==> src/rtl/lift_scheduler.sv <==
// SCAN-policy lift request scheduler: latches floor calls, sequences travel and
// door dwell, and reports car position and status as registered outputs.
module lift_scheduler #(
  parameter int NUM_FLOORS    = 4,
  parameter int FLOOR_W       = 2,
  parameter int TRAVEL_CYCLES = 4,
  parameter int DOOR_CYCLES   = 6
) (
  input  logic                  clk,
  input  logic                  rst,
  input  logic [NUM_FLOORS-1:0] call_req,
  output logic [NUM_FLOORS-1:0] pending,
  output logic [FLOOR_W-1:0]    cur_floor,
  output logic [1:0]            dir,
  output logic                  moving,
  output logic                  door_open,
  output logic                  arrive
);

  typedef enum logic [1:0] {S_IDLE, S_MOVE, S_DOOR} state_e;
  typedef enum logic [1:0] {
    DIR_IDLE = 2'b00,
    DIR_UP   = 2'b01,
    DIR_DOWN = 2'b10
  } dir_e;

  localparam int MAX_CYC = (TRAVEL_CYCLES > DOOR_CYCLES) ? TRAVEL_CYCLES : DOOR_CYCLES;
  localparam int TIMER_W = (MAX_CYC > 1) ? $clog2(MAX_CYC) : 1;
  localparam logic [TIMER_W-1:0] TRAVEL_LAST = TIMER_W'(TRAVEL_CYCLES - 1);
  localparam logic [TIMER_W-1:0] DOOR_LAST   = TIMER_W'(DOOR_CYCLES - 1);

  state_e                  state_q, state_d;
  dir_e                    dir_q, dir_d;
  logic [NUM_FLOORS-1:0]   pending_q, pending_d;
  logic [FLOOR_W-1:0]      floor_q, floor_d, step_floor;
  logic [TIMER_W-1:0]      timer_q, timer_d;
  logic                    arrive_q, arrive_d;
  logic                    moving_q, door_q;
  logic                    above, below;

  function automatic logic any_above(input logic [NUM_FLOORS-1:0] p,
                                     input logic [FLOOR_W-1:0] f);
    logic hit = 1'b0;
    for (int i = 0; i < NUM_FLOORS; i++)
      if (p[i] && (i > int'(f))) hit = 1'b1;
    return hit;
  endfunction

  function automatic logic any_below(input logic [NUM_FLOORS-1:0] p,
                                     input logic [FLOOR_W-1:0] f);
    logic hit = 1'b0;
    for (int i = 0; i < NUM_FLOORS; i++)
      if (p[i] && (i < int'(f))) hit = 1'b1;
    return hit;
  endfunction

  function automatic logic any_ahead(input logic [NUM_FLOORS-1:0] p,
                                     input logic [FLOOR_W-1:0] f, input dir_e d);
    return (d == DIR_UP) ? any_above(p, f) :
           (d == DIR_DOWN) ? any_below(p, f) : 1'b0;
  endfunction

  always_comb begin
    // NOTE: every variable gets a default before the case so no path leaves it unassigned (no latch).
    state_d    = state_q;
    dir_d      = dir_q;
    pending_d  = pending_q | call_req;
    floor_d    = floor_q;
    timer_d    = timer_q;
    arrive_d   = 1'b0;
    above      = any_above(pending_q, floor_q);
    below      = any_below(pending_q, floor_q);
    step_floor = (dir_q == DIR_UP) ? floor_q + FLOOR_W'(1) : floor_q - FLOOR_W'(1);

    unique case (state_q)
      S_IDLE: begin
        timer_d = '0;
        if (pending_q[floor_q]) begin
          state_d            = S_DOOR;
          pending_d[floor_q] = 1'b0;
        end else if (above) begin
          state_d = S_MOVE;
          dir_d   = DIR_UP;
        end else if (below) begin
          state_d = S_MOVE;
          dir_d   = DIR_DOWN;
        end
      end
      S_MOVE: begin
        if (timer_q == TRAVEL_LAST) begin
          floor_d  = step_floor;
          arrive_d = 1'b1;
          timer_d  = '0;
          if (pending_q[step_floor]) begin
            state_d               = S_DOOR;
            pending_d[step_floor] = 1'b0;
          end else if (!any_ahead(pending_q, step_floor, dir_q)) begin
            state_d = S_IDLE;
            dir_d   = DIR_IDLE;
          end
        end else begin
          timer_d = timer_q + TIMER_W'(1);
        end
      end
      S_DOOR: begin
        // A call for the floor whose door is open is absorbed and re-arms the dwell.
        pending_d[floor_q] = 1'b0;
        if (call_req[floor_q]) begin
          timer_d = '0;
        end else if (timer_q == DOOR_LAST) begin
          timer_d = '0;
          state_d = S_MOVE;
          if (dir_q != DIR_DOWN && above)      dir_d = DIR_UP;
          else if (below)                      dir_d = DIR_DOWN;
          else if (above)                      dir_d = DIR_UP;
          else begin
            state_d = S_IDLE;
            dir_d   = DIR_IDLE;
          end
        end else begin
          timer_d = timer_q + TIMER_W'(1);
        end
      end
      default: begin
        state_d = S_IDLE;
        dir_d   = DIR_IDLE;
        timer_d = '0;
      end
    endcase
  end

  always_ff @(posedge clk) begin
    // NOTE: state registers use non-blocking assignments so all flops update together at the edge.
    if (rst) begin
      state_q   <= S_IDLE;
      dir_q     <= DIR_IDLE;
      pending_q <= '0;
      floor_q   <= '0;
      timer_q   <= '0;
      arrive_q  <= 1'b0;
      moving_q  <= 1'b0;
      door_q    <= 1'b0;
    end else begin
      state_q   <= state_d;
      dir_q     <= dir_d;
      pending_q <= pending_d;
      floor_q   <= floor_d;
      timer_q   <= timer_d;
      arrive_q  <= arrive_d;
      moving_q  <= (state_d == S_MOVE);
      door_q    <= (state_d == S_DOOR);
    end
  end

  assign pending   = pending_q;
  assign cur_floor = floor_q;
  assign dir       = dir_q;
  assign moving    = moving_q;
  assign door_open = door_q;
  assign arrive    = arrive_q;

endmodule

==> config.mk <==
export PLATFORM = sky130hd
export DESIGN_NAME = lift_scheduler
export DESIGN_NICKNAME = d
export VERILOG_FILES = /design/src/rtl/lift_scheduler.sv
export SDC_FILE = /design/constraint.sdc
export NUM_CORES = 1
export LEC_CHECK = 0
export ABC_AREA = 0
export BUFFER_PORTS_ARGS = -buffer_cell sky130_fd_sc_hd__buf_4
export CAP_MARGIN = 40
export CORE_UTILIZATION = 56
export CTS_CLUSTER_SIZE = 8
export DETAILED_ROUTE_END_ITERATION = 12
export PLACE_DENSITY = 0.87
export RECOVER_POWER = 25
export SYNTH_ARGS = -nofsm -noshare
export SYNTH_HDL_FRONTEND = slang
export SYNTH_SLANG_ARGS = --single-unit
==> constraint.sdc <==
create_clock -name clk -period 2.8 [get_ports clk]
set_input_delay 0.28 -clock clk [delete_from_list [all_inputs] [get_ports clk]]
set_output_delay 0.28 -clock clk [all_outputs]
set_load 0.005 [all_outputs]
==> metrics.md <==
| Metric | Value |
|---|---|
| Status | `complete, no violations` |
| Vias per cell | `5.90` |
| Post-layout nets | `187` |
| Setup violations, final | `0` |
| Syn. warnings | `0` |
| Lkg Pwr | `0.000568 uW` |
| Fmax achieved | `435 MHz` |
| Count of boundary I/O pins | `17` |
| # diodes | `0` |
| Buffers added on ports | `16` |
| ANT nets after route | `0` |
| Initial antenna violation count | `0` |
| Post-route minimum period | `2300 ps` |
| Final core utilization | `70.1%` |
| Vias in the first global route | `1058` |
| Async S/R FF share, synth | `0%` |
| Clock-pin slew on the worst setup and hold paths | `100 ps` |
| Drc violations | `0` |
| Final TNS setup | `0 ps` |
| Die height | `48.6 microns` |
| WL final | `2.84 mm` |
| Number of enable flip-flop cells after synthesis | `0` |
| Final Hold Viols | `0` |
| CP Cell Sequence | `inv_1, ha_1, xnor2_2, mux2i_1, nand2_1, a211oi_1, a211oi_1` |
| Average cell area after synthesis | `8.28 sq um` |
| Post-Syn Area | `1220 sq um` |
| Net Count, Synth | `168` |
| Core region area | `2000 sq um` |
| Clk_lat worst skew | `290 ps` |
| Hold Crit Class | `in -> reg` |
| Sequential-to-total area share from yosys stat | `26.3%` |
| Placer Congestion | `0.957` |
| Ys flop type | `dfxtp_1` |
| Synth top cells by count | `16 x dfxtp_1, 16 x nor2_1, 15 x ha_1` |
| Slew margin rel. | `59.6%` |
| FP Rows | `16` |
| Slowest cell delay on critical path | `460 ps` |
| Pwr dens | `782 nW/um^2` |
| Via count | `1132` |
| CTS max path bufs | `2` |
| Yosys top cell by area | `dfxtp_1` |
| CP endpoint kind | `flip-flop` |
| Largest cells by area after synthesis | `dfxtp_1 26%, ha_1 15%, a211oi_1 4.9%` |
| Pins over their slew limit | `0` |
| Maxcap violations | `0` |
| Post-route clock period utilization | `82.0%` |
| Total die area | `2360 sq um` |
| First-pass GRT wire length | `4.80 mm` |
| Crit start category | `flip-flop` |
| Yosys cell types | `42` |
| Number of cells upsized or downsized after cts | `0` |
| DR pass1 iterations | `4` |
| DP HPWL | `2.14 mm` |
| Worst EP required | `2950 ps` |
| Setup Skew | `6.56 ps` |
| Maximum number of pins on one net before global-route repair | `17` |
| CTS tree | `yes` |
| Worst path most repeated cell | `a211oi_1` |
| Design Power | `1100 uW` |
| Critical Path AT | `2450 ps` |
| CTS Hold Buffers Added | `0` |
| Iteration-0 DRC Markers | `43` |
| Grt total ovfl | `0` |
| Worst Tran Pin Value | `604 ps` |
| Layout cells sized above 1 | `16.4%` |
| Area growth syn-to-layout | `15.3%` |
| Setup CP Type | `reg -> reg` |
| WL per Instance | `14.8 microns` |
| Yosys top cell area share | `26.3%` |
| Peak supply drop | `0.545 mV` |
| Sink Count | `16` |
| Slowest stage cell, crit path | `a211oi_1` |
| Initial core utilization | `60.8%` |
| Cells after Synth | `147` |
| Num CTS Buffers | `3` |
| Die X | `48.6 microns` |
| #FFs+latches synth | `16` |
| Setup repair bufs after CTS | `0` |
| Number of fill cells in the layout | `151` |
| Htree depth | `1` |
| Crit path max fanout | `5` |
| Root Buffer | `clkbuf_4` |
| RSZ-0062 raised after global routing | `no` |
| GRT Resource Usage Total | `26.1%` |
## flip-flops by register name, indices dropped and copies added, names as in the netlist
register and cells:
dir 2, door_open 1, moving 1, arrive 1
cur_floor 2, state_q 2, timer_q 3, pending 4
## final timing paths
kind | start | endpoint | slack (ps) | depth (start not counted)
worst max-delay path | cur_floor[0] | pending[3] | 500 | 7
worst min register to register | dir[1] | dir[1] | 500 | 2
worst min-delay path | rst | dir[1] | 260 | 2
worst max register to register | cur_floor[0] | pending[3] | 500 | 7
## layout make-up
cell class              count  area (sq um)  area share, %
clock buffers               4          36.3           2.58
repair buffers             18           135           9.63
multi-input cells         115           833           59.4
inverters                  12          45.0           3.21
well taps                  27          33.8           2.41
flip-flops and latches     16           320           22.8
## routing by layer
layer,routed length [microns],global-route usage [%]
met1,1220,31.8
met2,1370,43.1
met3,211,5.97
met4,43,12.3
met5,0,0
## power breakdown
part	switching (uW)	internal, uW	total, uW
logic	328	263	591
registers	68.0	282	350
clock network	77.8	79.2	157
total	474	624	1100
## cell families (layout without fill, tap and decap cells)
| logic type | after synthesis | in the layout | synth area share [%] |
|---|---|---|---|
| AND/OR/NAND/NOR | 47 | 47 | 19.0 |
| AO/OA/AOI/OAI | 43 | 43 | 24.4 |
| flip-flops | 16 | 16 | 26.3 |
| buffers and inverters | 16 | 34 | 5.24 |
| adder cells (fa/ha/maj) | 15 | 15 | 15.4 |
| multiplexers | 7 | 7 | 6.89 |
| XOR/XNOR | 3 | 3 | 2.78 |
## stage by stage
step	std cells	setup WS (ps)	hold slack [ps]	cell area [sq um]
global route	192	279	253	1400
global placement	188	665	473	1370
detailed placement	188	547	485	1370
CTS	192	516	252	1400
finish	192	503	262	1400
floorplan	147	476	359	1220
## cell usage in the layout (no fill, tap or decap), types with 3 or more instances in the layout
cell      instances
a211oi_1          8
a21oi_1           8
a31oi_1           3
buf_4            12
clkbuf_4          9
dfxtp_1          16
ha_1             15
inv_1            12
mux2i_1           5
nand2_1          12
nand2b_1          6
nor2_1           16
o21ai_0           7
## worst max-delay path, delay by kind of cell (launching register included)
kind	cells	cell delay (ps)
flip-flops	1	340
AND/OR/NAND/NOR	1	90
adder cells (fa/ha/maj)	1	400
buffers and inverters	1	100
XOR/XNOR	1	310
multiplexers	1	320
AO/OA/AOI/OAI	2	600
(Power assumes the default switching activity.)
